$ cat config.mk
export PLATFORM = sky130hd
export DESIGN_NAME = riscv_checkpoint_monitor
export DESIGN_NICKNAME = d
export VERILOG_FILES = /design/src/rtl/riscv_mon_pkg.sv /design/src/rtl/riscv_checkpoint_rom.sv /design/src/rtl/riscv_checkpoint_monitor.sv
export SDC_FILE = /design/constraint.sdc
export NUM_CORES = 1
export LEC_CHECK = 0
export ABC_CLOCK_PERIOD_IN_PS = 3000
export BUFFER_PORTS_ARGS = -buffer_cell sky130_fd_sc_hd__buf_2
export CORE_MARGIN = 5
export CORE_UTILIZATION = 30
export DETAILED_ROUTE_END_ITERATION = 10
export PLACE_DENSITY = 0.61
export SLEW_MARGIN = 10
export SYNTH_ARGS = -nofsm -noshare
export SYNTH_HDL_FRONTEND = slang
export SYNTH_SLANG_ARGS = --single-unit
$ cat constraint.sdc
create_clock -name CLK -period 3 [get_ports CLK]
set_input_delay 0.45 -clock CLK [delete_from_list [all_inputs] [get_ports CLK]]
set_output_delay 0.45 -clock CLK [all_outputs]
set_load 0.05 [all_outputs]
$ cat src/rtl/riscv_mon_pkg.sv
// Shared encodings and table-entry geometry for the RISC-V checkpoint monitor.
// MON_MASK_EN adds a per-entry compare mask to the table layout.
package riscv_mon_pkg;

  localparam logic [2:0] MON_IDLE    = 3'd0;
  localparam logic [2:0] MON_RUN     = 3'd1;
  localparam logic [2:0] MON_PASS    = 3'd2;
  localparam logic [2:0] MON_FAIL    = 3'd3;
  localparam logic [2:0] MON_TIMEOUT = 3'd4;

  localparam logic [1:0] FC_NONE       = 2'd0;
  localparam logic [1:0] FC_MISMATCH   = 2'd1;
  localparam logic [1:0] FC_SKIP       = 2'd2;
  localparam logic [1:0] FC_EARLY_HALT = 2'd3;

  localparam int CNT_W = 32;

  // Width of one stored table entry / one hex-file line.
  function automatic int entry_w(input int dwidth);
`ifdef MON_MASK_EN
    return CNT_W + 2 * dwidth;
`else
    return CNT_W + dwidth;
`endif
  endfunction

  // Width of one entry in the TABLE_INIT image, which always carries {cnt, ans, mask}.
  function automatic int init_w(input int dwidth);
    return CNT_W + 2 * dwidth;
  endfunction

endpackage

$ cat src/rtl/riscv_checkpoint_rom.sv
// Checkpoint table ROM built from the TABLE_INIT image ({cnt, ans, mask} per entry).
// Under MON_MASK_EN each entry also holds a compare mask; otherwise mask_o is all ones.
module riscv_checkpoint_rom
   import riscv_mon_pkg::*;
#(
   parameter int NUM_TEST   = 40,
   parameter int DWIDTH     = 32,
   parameter int IDX_W      = 6,
   parameter     TABLE_FILE = "checkpoints.hex",
   parameter logic [NUM_TEST*(32+2*DWIDTH)-1:0] TABLE_INIT = '0
) (
   input  logic [IDX_W-1:0]  ptr_i,
   output logic [CNT_W-1:0]  cnt_o,
   output logic [DWIDTH-1:0] ans_o,
   output logic [DWIDTH-1:0] mask_o
);

   localparam int EW    = entry_w(DWIDTH);
   localparam int IW    = init_w(DWIDTH);
   localparam int DEPTH = 2 ** IDX_W;

   // Depth is padded to the full pointer range so the terminal ptr==NUM_TEST is a legal read.
   logic [EW-1:0] rom_mem [DEPTH];
   logic [EW-1:0] entry;

   generate
      for (genvar i = 0; i < DEPTH; i++) begin : g_ent
         if (i < NUM_TEST) begin : g_used
            assign rom_mem[i] = TABLE_INIT[i*IW+IW-1 -: EW];
         end else begin : g_pad
            assign rom_mem[i] = '0;
         end
      end
   endgenerate

   assign entry = rom_mem[ptr_i];
   assign cnt_o = entry[EW-1 -: CNT_W];
   assign ans_o = entry[EW-CNT_W-1 -: DWIDTH];
`ifdef MON_MASK_EN
   assign mask_o = entry[DWIDTH-1:0];
`else
   assign mask_o = '1;
`endif

endmodule

$ cat src/rtl/riscv_checkpoint_monitor.sv
// Checks a core's OUTPUT_PORT at table-listed instruction counts and holds a sticky verdict.
// Optional MON_MASK_EN: per-checkpoint compare mask (see riscv_checkpoint_rom).
module riscv_checkpoint_monitor
  import riscv_mon_pkg::*;
#(
  parameter int NUM_TEST    = 40,
  parameter int DWIDTH      = 32,
  parameter int CYCLE_LIMIT = 1000000,
  parameter     TABLE_FILE  = "checkpoints.hex",
  parameter logic [NUM_TEST*(32+2*DWIDTH)-1:0] TABLE_INIT = '0,
  localparam int IDX_W      = $clog2(NUM_TEST + 1)
) (
  input  logic              CLK,
  input  logic              RSTn,
  input  logic              START,
  input  logic [31:0]       NUM_INST,
  input  logic [DWIDTH-1:0] OUTPUT_PORT,
  input  logic              HALT,
  output logic [2:0]        STATE,
  output logic              DONE,
  output logic [1:0]        FAIL_CODE,
  output logic [IDX_W-1:0]  FAIL_IDX,
  output logic [DWIDTH-1:0] FAIL_GOT,
  output logic [DWIDTH-1:0] FAIL_EXP,
  output logic [IDX_W-1:0]  PASS_CNT,
  output logic [31:0]       CYCLE
);

  localparam logic [IDX_W-1:0] NUM_IDX  = IDX_W'(NUM_TEST);
  localparam logic [31:0]      CYC_LAST = 32'(CYCLE_LIMIT - 1);

  logic [2:0]        state_q, state_d;
  logic              done_q, done_d;
  logic [1:0]        code_q, code_d;
  logic [IDX_W-1:0]  idx_q, idx_d;
  logic [DWIDTH-1:0] got_q, got_d;
  logic [DWIDTH-1:0] exp_q, exp_d;
  logic [IDX_W-1:0]  ptr_q, ptr_d;
  logic [31:0]       cycle_q, cycle_d;

  logic [CNT_W-1:0]  cp_cnt;
  logic [DWIDTH-1:0] cp_ans;
  logic [DWIDTH-1:0] cp_mask;

  riscv_checkpoint_rom #(
    .NUM_TEST  (NUM_TEST),
    .DWIDTH    (DWIDTH),
    .IDX_W     (IDX_W),
    .TABLE_FILE(TABLE_FILE),
    .TABLE_INIT(TABLE_INIT)
  ) u_rom (
    .ptr_i (ptr_q),
    .cnt_o (cp_cnt),
    .ans_o (cp_ans),
    .mask_o(cp_mask)
  );

  logic             ptr_live, at_cp, past_cp, cp_match, hit_ok;
  logic [IDX_W-1:0] ptr_next;
  logic [1:0]       code_now;

  assign ptr_live = (ptr_q != NUM_IDX);
  assign at_cp    = ptr_live && (NUM_INST == cp_cnt);
  assign past_cp  = ptr_live && (NUM_INST > cp_cnt);
  assign cp_match = (((OUTPUT_PORT ^ cp_ans) & cp_mask) == '0);
  assign hit_ok   = at_cp && cp_match;
  assign ptr_next = ptr_q + IDX_W'(hit_ok);

  // Mismatch and skip outrank HALT; HALT only passes once every entry has matched.
  always_comb begin
    code_now = FC_NONE;
    if (at_cp && !cp_match)              code_now = FC_MISMATCH;
    else if (past_cp)                    code_now = FC_SKIP;
    else if (HALT && ptr_next != NUM_IDX) code_now = FC_EARLY_HALT;
  end

  always_comb begin
    state_d = state_q;
    code_d  = code_q;
    idx_d   = idx_q;
    got_d   = got_q;
    exp_d   = exp_q;
    ptr_d   = ptr_q;
    cycle_d = cycle_q;
    case (state_q)
      MON_IDLE: begin
        if (START) state_d = MON_RUN;
      end
      MON_RUN: begin
        cycle_d = cycle_q + 32'd1;
        ptr_d   = ptr_next;
        if (code_now != FC_NONE) begin
          state_d = MON_FAIL;
          code_d  = code_now;
          idx_d   = ptr_q;
          got_d   = OUTPUT_PORT;
          exp_d   = cp_ans;
        end else if (HALT) begin
          state_d = MON_PASS;
        end else if (cycle_q == CYC_LAST) begin
          state_d = MON_TIMEOUT;
        end
      end
      default: ;
    endcase
    done_d = (state_d == MON_PASS) || (state_d == MON_FAIL) || (state_d == MON_TIMEOUT);
  end

  always_ff @(posedge CLK or negedge RSTn) begin
    if (!RSTn) begin
      state_q <= MON_IDLE;
      done_q  <= 1'b0;
      code_q  <= FC_NONE;
      idx_q   <= '0;
      got_q   <= '0;
      exp_q   <= '0;
      ptr_q   <= '0;
      cycle_q <= '0;
    end else begin
      state_q <= state_d;
      done_q  <= done_d;
      code_q  <= code_d;
      idx_q   <= idx_d;
      got_q   <= got_d;
      exp_q   <= exp_d;
      ptr_q   <= ptr_d;
      cycle_q <= cycle_d;
    end
  end

  assign STATE     = state_q;
  assign DONE      = done_q;
  assign FAIL_CODE = code_q;
  assign FAIL_IDX  = idx_q;
  assign FAIL_GOT  = got_q;
  assign FAIL_EXP  = exp_q;
  assign PASS_CNT  = ptr_q;
  assign CYCLE     = cycle_q;

endmodule
==> results of run 1 <==
## layout make-up
class	count	area [um2]
Sequential cell	82	2050
Clock buffer	11	233
Tap cell	172	215
Timing Repair Buffer	168	956
Clock inverter	5	31.3
Inverter	3	11.3
Fill cell	1251	7320
Multi-Input combinational cell	228	1800
## what timing repair did
action                                  CTS  global route
buffers inserted                          0             1
pin swaps                                 1             4
gates resized for setup                   4            15
hold buffers                              0             0
endpoints found under the setup margin   39            41
## per-stage QoR
step	cell area (um2)	setup WS, ps	util
final	5300	110	0.420
after global routing	5300	-77.7	0.420
after CTS	5230	7.84	0.414
after detailed placement	4940	-441	0.391
after global placement	4940	-363	0.391
after floorplan	4070	-70.0	-
## kinds of logic after synthesis
kind of cell | Yosys count | synth area share
and+or+nand+nor | 102 | 0.155
other | 1 | 0.000967
AOI/OAI and AO/OA | 14 | 0.0291
DFF | 82 | 0.529
muxes | 41 | 0.119
adders and majority gates | 3 | 0.00968
xor gates and xnor gates | 36 | 0.0813
buffers and inverters | 43 | 0.0759
## flip-flops by register name, summed over array words and instances, names as in the netlist
name / count
CYCLE: 32
FAIL_GOT: 32
FAIL_IDX: 6
PASS_CNT: 6
STATE: 3
FAIL_CODE: 2
DONE: 1
## worst max-delay path: stages
cell	delay [ps]
buf_4	120
nor4_4	290
nand4_1	240
nor4_4	320
nor2b_2	190
ha_2	200
ha_4	140
and3b_1	150
o21bai_1	70
a211oi_2	300
o22ai_4	160
buf_12	190
mux2_2	290
## worst max-delay path by stage
stage	slack, ps	to	start
after global placement	-360	FAIL_GOT[1]	OUTPUT_PORT[24]
after CTS	8	FAIL_GOT[1]	OUTPUT_PORT[24]
after detailed placement	-440	FAIL_GOT[1]	OUTPUT_PORT[24]
final	110	FAIL_GOT[8]	OUTPUT_PORT[5]
after global routing	-80	FAIL_GOT[8]	OUTPUT_PORT[5]
after floorplan	-70	FAIL_GOT[1]	NUM_INST[8]
## power groups by stage
stage	Clock [mW]	Combinational [mW]	Sequential [mW]
after floorplan	0	0.144	1.24
after global placement	0	0.300	1.16
after detailed placement	0	0.304	1.16
after CTS	1.04	0.307	1.14
after global routing	1.10	0.335	1.14
final	0.994	0.315	1.14
## synthesized netlist by cell type (4+ instances only)
master   number
dfrtp_1      82
and2_1        4
xor2_1        6
buf_4        32
nor2_1       10
mux2_2       40
nor3_1        6
and3_1        6
nand3_1       8
nand4_1      14
xnor2_1      30
nand2_1      18
nor4_1       18
## layout by cell type (no fill, tap or decap), types with 3 or more instances in the layout
cell type / netlist / final
and2_1: 4 / 4
and3_1: 6 / 6
buf_12: 0 / 3
buf_2: 3 / 143
buf_4: 32 / 18
buf_6: 1 / 4
clkbuf_16: 0 / 9
clkinv_2: 0 / 3
conb_1: 1 / 32
dfrtp_1: 82 / 81
inv_1: 3 / 3
mux2_2: 40 / 40
nand2_1: 18 / 18
nand3_1: 8 / 8
nand4_1: 14 / 14
nor2_1: 10 / 10
nor3_1: 6 / 6
nor4_1: 18 / 9
nor4_4: 1 / 8
o21ai_0: 3 / 3
o21bai_1: 3 / 3
xnor2_1: 30 / 30
xor2_1: 6 / 6
## routing by layer
layer / up-vias / part of all wire / GRT usage
met5: - / 0 / 0
met4: 0 / 0.016 / 0.0478
met3: 14 / 0.076 / 0.0477
met2: 100 / 0.50 / 0.209
met1: 1509 / 0.41 / 0.172
li1: 1424 / - / -
==> results.ini, run 1 <==
[global_route]
grt_pass1_vias=3138
grt_max_degree=56
grt_remaining_overflow=0
grt_pass1_wl_um=15800
antenna_found_initial=0
gr-usage-all-layers=0.134

[drt]
wl_um=10300
ant_nets=0
viasPerCell=4.55
first_pass_iters=4
drc_errors=0
vias=3047
routedWlPerCell_um=15.5
dr.first_iter.drc_count=187

[yosys]
synth_edf_count=0
synth.avg_cell_area_um2=12.0
ys_warn_count=0
synth_cell_type_count=45
ys_seq_area_frac=0.529
synth_cells=322
synth_area_leaders=dfrtp_1, mux2_2, xnor2_1, buf_4, nor4_1
synthArstFlopShare=1.00
synth_area_um2=3880
synth_largest_area_cell=dfrtp_1
synthFlopType=dfrtp_1
ys_seq_elements=82
synth.top_cell.area_share=0.529

[clock_network]
cts_tree=done
cts_sinks=82
cts_made_buffers=9
cts_htree_levels=3
clock_latency_ps=340
cts_root_buf=clkbuf_16
clk_pin_slew_ps=60
clockBufferDepth=2

[setup_path]
r2r_slack_ps=290
r2r_start=PASS_CNT[5]
startpoint_type=input port
cp_max_fo=16
required_ps=3220
end_kind=flop
critPathKind=in2reg
arrival_ps=3110
reg2reg_depth=11
reg2reg_to=FAIL_GOT[8]

[die]
ios=182
start_util=0.307
floorplan.rows=41
fp.dieW_um=124
core_um2=12600
die_y_um=124
dieArea_um2=15300

[cells_and_area]
nNetsFinal=563
drive_above_1_share=0.493
layout.cells.non_filler=669
diodes=0
area_growth_pct=36.8

[place]
placement.io_buffers=149
dp_hpwl_um=8000
place.gp.congestion=0.758
place_inst=652

[timing]
finalHoldViolations=0
setup_tns_ps=0
setup_viol=0
finalCriticalPeriod_ps=2890
slew_headroom=0.528
min_period_over_period=0.963
rsz0062_at_grt=yes
timing.hold.ws_ps=153
fmax_ghz=0.346
tightest_slew_ps=708
finalMaxSlewViolations=0
skew_ps=5.31

[power]
clkPwrFrac=0.406
powerDensity_nw_per_um2=462
internal_power_mw=1.76
power_mw=2.45
ir_drop_v=0.000206
netSwitchingPower_mw=0.686
power_frac_comb=0.129
seqPwrFrac=0.465
power.leakage_nw=2.57
p_sw_frac=0.280

[flow_run]
maxCapViolCount=0

[status]
status=complete, no violations

[worst_hold_path]
hold_class=in2async

(Power assumes the default switching activity.)
==> inputs of run 2 (changes only) <==
--- a/config.mk
+++ b/config.mk
@@ -7,7 +7,7 @@
 export LEC_CHECK = 0
 export ABC_CLOCK_PERIOD_IN_PS = 3000
 export BUFFER_PORTS_ARGS = -buffer_cell sky130_fd_sc_hd__buf_2
-export CORE_MARGIN = 5
+export CORE_MARGIN = 2
 export CORE_UTILIZATION = 30
 export DETAILED_ROUTE_END_ITERATION = 10
 export PLACE_DENSITY = 0.61
==> run 2 against run 1 <==
Against the previous run:
- cell area is 0.54% higher
- via count is 0.33% higher
- worst hold slack gained 150 ps
- global-route usage rose by 0.70 points
- flip-flop and latch count did not move
- register-to-register slack got worse by 120 ps
- fmax decreased by 3.2%
- sequential power barely moved
- sequential share of layout area down 0.21 points
- count of clock-buffer cells in the layout is the same
- final cell count unchanged
==> results.ini, run 2 (synthesis results as in run 1) <==
[timing]
setup_viol=0  ; unchanged
timing.hold.ws_ps=302  ; +149 ps
tightest_slew_ps=1020  ; +312 ps
fmax_ghz=0.335  ; -3.2%
skew_ps=8.74  ; +3.43 ps
fin_ws_ps=13.8  ; -95.9 ps
min_period_over_period=0.995  ; +0.0320
finalMaxSlewViolations=0  ; unchanged
rsz0062_at_grt=yes
finalCriticalPeriod_ps=2990  ; +95.9 ps
finalHoldViolations=0  ; unchanged
slew_headroom=0.320  ; -0.208

[power]
power_mw=2.62  ; +7.1%
ir_drop_v=0.000184  ; -11%
power.leakage_nw=2.60  ; +1.1%
powerDensity_nw_per_um2=492  ; +6.5%

[cells_and_area]
area_growth_pct=37.6
drive_above_1_share=0.491  ; -0.00201
diodes=0  ; unchanged
final_cell_mix=buf_2, dfrtp_1, mux2_2
final_common_cell=buf_2
nNetsFinal=563  ; unchanged

[clock_network]
cts_sinks=82  ; unchanged
clockBufferDepth=2  ; unchanged
clk_pin_slew_ps=60  ; about the same
clock_latency_ps=340  ; about the same
cts_root_buf=clkbuf_16
cts_tree=done
cts_made_buffers=9  ; unchanged
cts_htree_levels=3  ; unchanged

[drt]
viasPerCell=4.57  ; +0.33%
wl_um=9680  ; -6.4%
dr.first_iter.drc_count=146  ; -22%
drc_errors=0  ; unchanged
routedWlPerCell_um=14.5  ; -6.4%
ant_nets=0  ; unchanged
first_pass_iters=4  ; unchanged
vias=3057  ; +0.33%

[setup_path]
cp.buffers_inverters=3  ; +1
reg2reg_to=FAIL_GOT[4]
reg2reg_depth=11  ; unchanged
crit_path_start=OUTPUT_PORT[29]
crit_path_top_delay_cell=nor4_4
required_ps=3220  ; about the same
critPathKind=in2reg
startpoint_type=input port
arrival_ps=3200  ; +90 ps
slowest_delay_ps=350  ; +30 ps
r2r_start=PASS_CNT[3]
cp_max_fo=7  ; -9
cp_top_family=simple AND/OR/NAND/NOR gates
end_kind=flop
cp-endpoint=FAIL_GOT[18]
crit_chain=buf_6 > nor4_4 > buf_4 > nand4_1 > nor4_4 > nor2b_4 > ha_4 > ha_4 > and3b_1 > o21bai_1 > a211oi_2 > o22ai_4 > clkbuf_16 > mux2_4
crit_cells=14  ; +1
r2r_slack_ps=170  ; -120 ps

[global_route]
grt_remaining_overflow=0  ; unchanged
gr-usage-all-layers=0.141  ; +0.00702
grt_pass1_wl_um=15600  ; -1.6%
antenna_found_initial=0  ; unchanged
grt_max_degree=83  ; +48%
grt_pass1_vias=3046  ; -2.9%

[place]
placement.io_buffers=149  ; unchanged
pre_cts_slack_ps=-486  ; -44.8 ps
place.gp.congestion=0.764  ; +0.70%
dp_hpwl_um=7200  ; -10%

[flow_run]
maxCapViolCount=0  ; unchanged

[die]
dieArea_um2=13800  ; -9.5%
start_util=0.307  ; unchanged
die_y_um=118  ; -4.9%
fp.dieW_um=118  ; -4.9%
floorplan.rows=41  ; unchanged
ios=182  ; unchanged
core_um2=12600  ; unchanged

[worst_hold_path]
hold_class=in2async

[status]
status=complete, no violations

-- run 2: layout make-up --
class / instances / area, um2
fillers: 1257 / 7290
flip-flops and latches: 82 / 2050
multi-input cells: 228 / 1790
repair buffers: 168 / 945
clock buffers: 11 / 243
well taps: 172 / 215
clock inverters: 5 / 77.6
inverters: 3 / 11.3
-- run 2: metrics by stage --
stage / cells / area, um2 / util / setup TNS, ps
2_1_floorplan: 353 / 4070 / - / -453
3_3_place_gp: 647 / 4870 / 0.386 / -15700
3_5_place_dp: 647 / 4870 / 0.386 / -18680
4_1_cts: 665 / 5230 / 0.415 / -321
5_1_grt: 669 / 5330 / 0.423 / -4680
6_report: 669 / 5330 / 0.423 / 0
-- run 2: layer usage --
metal  vias up  routed length, um  global-route usage
met5         -                  0                   0
met4         0                231              0.0663
met3        18                575              0.0354
met2       108               4550               0.221
met1      1497               4320               0.183
li1       1434                  -                   -
-- run 2: how the worst min path moves through the flow --
| stage | end | slack, ps | cells past startpoint | from |
|---|---|---|---|---|
| after floorplan | CYCLE[0] | 150 | 0 | RSTn |
| after global placement | CYCLE[3] | 470 | 1 | CYCLE[3] |
| after detailed placement | CYCLE[3] | 470 | 1 | CYCLE[3] |
| after CTS | CYCLE[14] | 340 | 1 | RSTn |
| after global routing | FAIL_GOT[29] | 340 | 2 | OUTPUT_PORT[29] |
| final | CYCLE[18] | 300 | 1 | RSTn |
-- run 2: where the power goes --
group          total [mW]  switching [mW]  internal (mW)
clock                1.18           0.433          0.749
combinational       0.302           0.231         0.0715
sequential           1.14          0.0107           1.13
-- run 2: worst reg2reg max path: cells and delay by family (launching register included) --
kind | cells | cell delay, ps
adder cells (fa/ha/maj) | 2 | 340
flip-flops | 1 | 450
AO/OA/AOI/OAI | 3 | 590
AND/OR/NAND/NOR | 4 | 760
multiplexers | 1 | 330
buffers and inverters | 1 | 230
-- run 2: timing repair --
item / CTS / global route
pin swaps: 2 / 4
buffers inserted: 2 / 3
hold buffers: 0 / 0
gates resized for setup: 4 / 13
endpoints found under the setup margin: 40 / 42
gates cloned: 0 / 2
==> inputs of run 3 (changes only) <==
--- a/config.mk
+++ b/config.mk
@@ -6,11 +6,11 @@
 export NUM_CORES = 1
 export LEC_CHECK = 0
 export ABC_CLOCK_PERIOD_IN_PS = 3000
-export BUFFER_PORTS_ARGS = -buffer_cell sky130_fd_sc_hd__buf_2
+export BUFFER_PORTS_ARGS = -buffer_cell sky130_fd_sc_hd__buf_4
 export CORE_MARGIN = 2
-export CORE_UTILIZATION = 30
+export CORE_UTILIZATION = 47
 export DETAILED_ROUTE_END_ITERATION = 10
-export PLACE_DENSITY = 0.61
+export PLACE_DENSITY = 0.86
 export SLEW_MARGIN = 10
 export SYNTH_ARGS = -nofsm -noshare
 export SYNTH_HDL_FRONTEND = slang
==> run 3 against run 2 <==
Against the previous run:
- die area shrank 35%
- critical path type unchanged
- setup slack gained 68 ps
- highest routed layer unchanged
- cell area grew 2.3%
- largest power group is now registers
- first-iteration DRC count shrank 53%
- critical path depth shrank 1
- via count shrank 2.2%
==> results.ini, run 3 (synthesis results as in run 1) <==
[status]
status=complete, no violations

[worst_hold_path]
hold_class=in2async

[flow_run]
maxCapViolCount=0  ; unchanged

[timing]
finalHoldViolations=0  ; unchanged
slew_headroom=0.549  ; +0.229
finalMaxSlewViolations=0  ; unchanged
tightest_slew_ps=674  ; -346 ps
timing.hold.ws_ps=118  ; -183 ps
skew_ps=9.88  ; +1.14 ps
min_period_over_period=0.973  ; -0.0227
fmax_ghz=0.343  ; +2.3%
setup_viol=0  ; unchanged
finalCriticalPeriod_ps=2920  ; -68.2 ps

[die]
core_um2=8090  ; -36%
floorplan.rows=33  ; -20%
die_y_um=94.8  ; -19%
ios=182  ; unchanged
start_util=0.479  ; +0.172
fp.dieW_um=94.8  ; -19%
dieArea_um2=8990  ; -35%

[global_route]
grt_pass1_vias=2883  ; -5.4%
grt_max_degree=52  ; -37%
gr-usage-all-layers=0.202  ; +0.0605
grt_remaining_overflow=0  ; unchanged
antenna_found_initial=0  ; unchanged
grt_pass1_wl_um=14000  ; -10%

[setup_path]
slowest_delay_ps=350  ; about the same
reg2reg_depth=11  ; unchanged
crit_chain=buf_4 > nor4_2 > nand4_1 > nor4_4 > nor2b_2 > ha_2 > ha_4 > buf_4 > nand4_1 > a211oi_2 > o22ai_4 > buf_12 > mux2_2
reg2reg_to=FAIL_GOT[23]
critPathKind=in2reg
arrival_ps=3140  ; -60 ps
r2r_start=PASS_CNT[3]
r2r_slack_ps=260  ; +90 ps
crit_path_top_delay_cell=a211oi_2
startpoint_type=input port
cp_max_fo=22  ; +15
end_kind=flop
required_ps=3220  ; about the same

[place]
dp_hpwl_um=7070  ; -1.8%
place_inst=580  ; -10%
placement.io_buffers=149  ; unchanged
place.gp.congestion=0.794  ; +4.0%

[cells_and_area]
diodes=0  ; unchanged
fillers=641  ; -49%
final_common_cell=buf_4
final_cell_mix=buf_4, dfrtp_1, mux2_2
layout.cells.non_filler=599  ; -10%
nNetsFinal=560  ; -0.53%
final_core_util=0.674  ; +0.252
area_growth_pct=40.7
drive_above_1_share=0.496  ; +0.00501

[clock_network]
cts_htree_levels=3  ; unchanged
cts_made_buffers=9  ; unchanged
cts_tree=done
clk_pin_slew_ps=80  ; +20 ps
cts_root_buf=clkbuf_8
clock_latency_ps=340  ; about the same
cts_sinks=82  ; unchanged
clockBufferDepth=2  ; unchanged

[drt]
first_pass_iters=4  ; unchanged
ant_nets=0  ; unchanged
wl_um=9110  ; -6.0%
viasPerCell=4.99  ; +9.2%
vias=2990  ; -2.2%
drc_errors=0  ; unchanged
dr.first_iter.drc_count=68  ; -53%
routedWlPerCell_um=15.2  ; +5.0%

[power]
ir_drop_v=0.000253  ; +38%
powerDensity_nw_per_um2=420  ; -15%
power.leakage_nw=2.60  ; -0.17%
p_sw_frac=0.274  ; +0.0171
power_frac_comb=0.149  ; +0.034
internal_power_mw=1.66  ; -15%
netSwitchingPower_mw=0.628  ; -6.8%
seqPwrFrac=0.497  ; +0.063
clkPwrFrac=0.354  ; -0.097

[run 3: metal layers]
metal  up-vias  wire length (um)  global-route usage
met5         -                 0                   0
met4         0               128              0.0664
met3        12               568              0.0519
met2       101              4600               0.322
met1      1462              3810               0.269
li1       1415                 -                   -
[run 3: layout make-up]
cell class                 count  area [um2]  area share
clock inverter                 4        50.0     0.00917
inverter                       3        11.3     0.00206
tap                          105         131      0.0241
clock buffer                  12         155      0.0284
multi-input combinational    228        1790       0.328
sequential                    82        2050       0.376
timing repair buffer         165        1260       0.232
[run 3: worst max path at each step]
stage | startpoint | to | slack [ps] | cells after the start
4_1_cts | OUTPUT_PORT[1] | FAIL_GOT[23] | 30 | 13
3_5_place_dp | OUTPUT_PORT[1] | FAIL_GOT[1] | -320 | 13
5_1_grt | OUTPUT_PORT[25] | FAIL_GOT[27] | -40 | 13
3_3_place_gp | OUTPUT_PORT[1] | FAIL_GOT[1] | -330 | 13
6_report | OUTPUT_PORT[25] | FAIL_GOT[23] | 80 | 13
2_1_floorplan | NUM_INST[8] | FAIL_GOT[1] | -70 | 13
[run 3: stage by stage]
| step | setup TNS (ps) | area [um2] | setup WS (ps) | total power, mW |
|---|---|---|---|---|
| floorplan | -453 | 4070 | -70.0 | 1.38 |
| finish | 0 | 5460 | 82.0 | 2.29 |
| global route | -723 | 5460 | -40.0 | 2.40 |
| global placement | -12780 | 5170 | -333 | 1.49 |
| detailed placement | -12300 | 5170 | -322 | 1.50 |
| CTS | 0 | 5380 | 30.2 | 2.31 |
[run 3: critical path, delay by kind of cell]
| kind | cells | cell delay [ps] |
|---|---|---|
| AO/OA/AOI/OAI | 2 | 500 |
| adder cells (fa/ha/maj) | 2 | 340 |
| buffers and inverters | 3 | 400 |
| multiplexers | 1 | 280 |
| AND/OR/NAND/NOR | 5 | 1150 |
[run 3: power by group through the flow]
stage / logic, mW / registers [mW] / clock network (mW)
after floorplan: 0.144 / 1.24 / 0
after global placement: 0.332 / 1.16 / 0
after detailed placement: 0.337 / 1.16 / 0
after CTS: 0.337 / 1.14 / 0.838
after global routing: 0.362 / 1.14 / 0.892
final: 0.342 / 1.14 / 0.811
[run 3: repair_timing]
item / 4_1_cts / 5_1_grt
setup endpoints to repair: 0 / 40
hold buffers: 0 / 0
gates resized for setup: 0 / 9
buffers inserted: 0 / 3
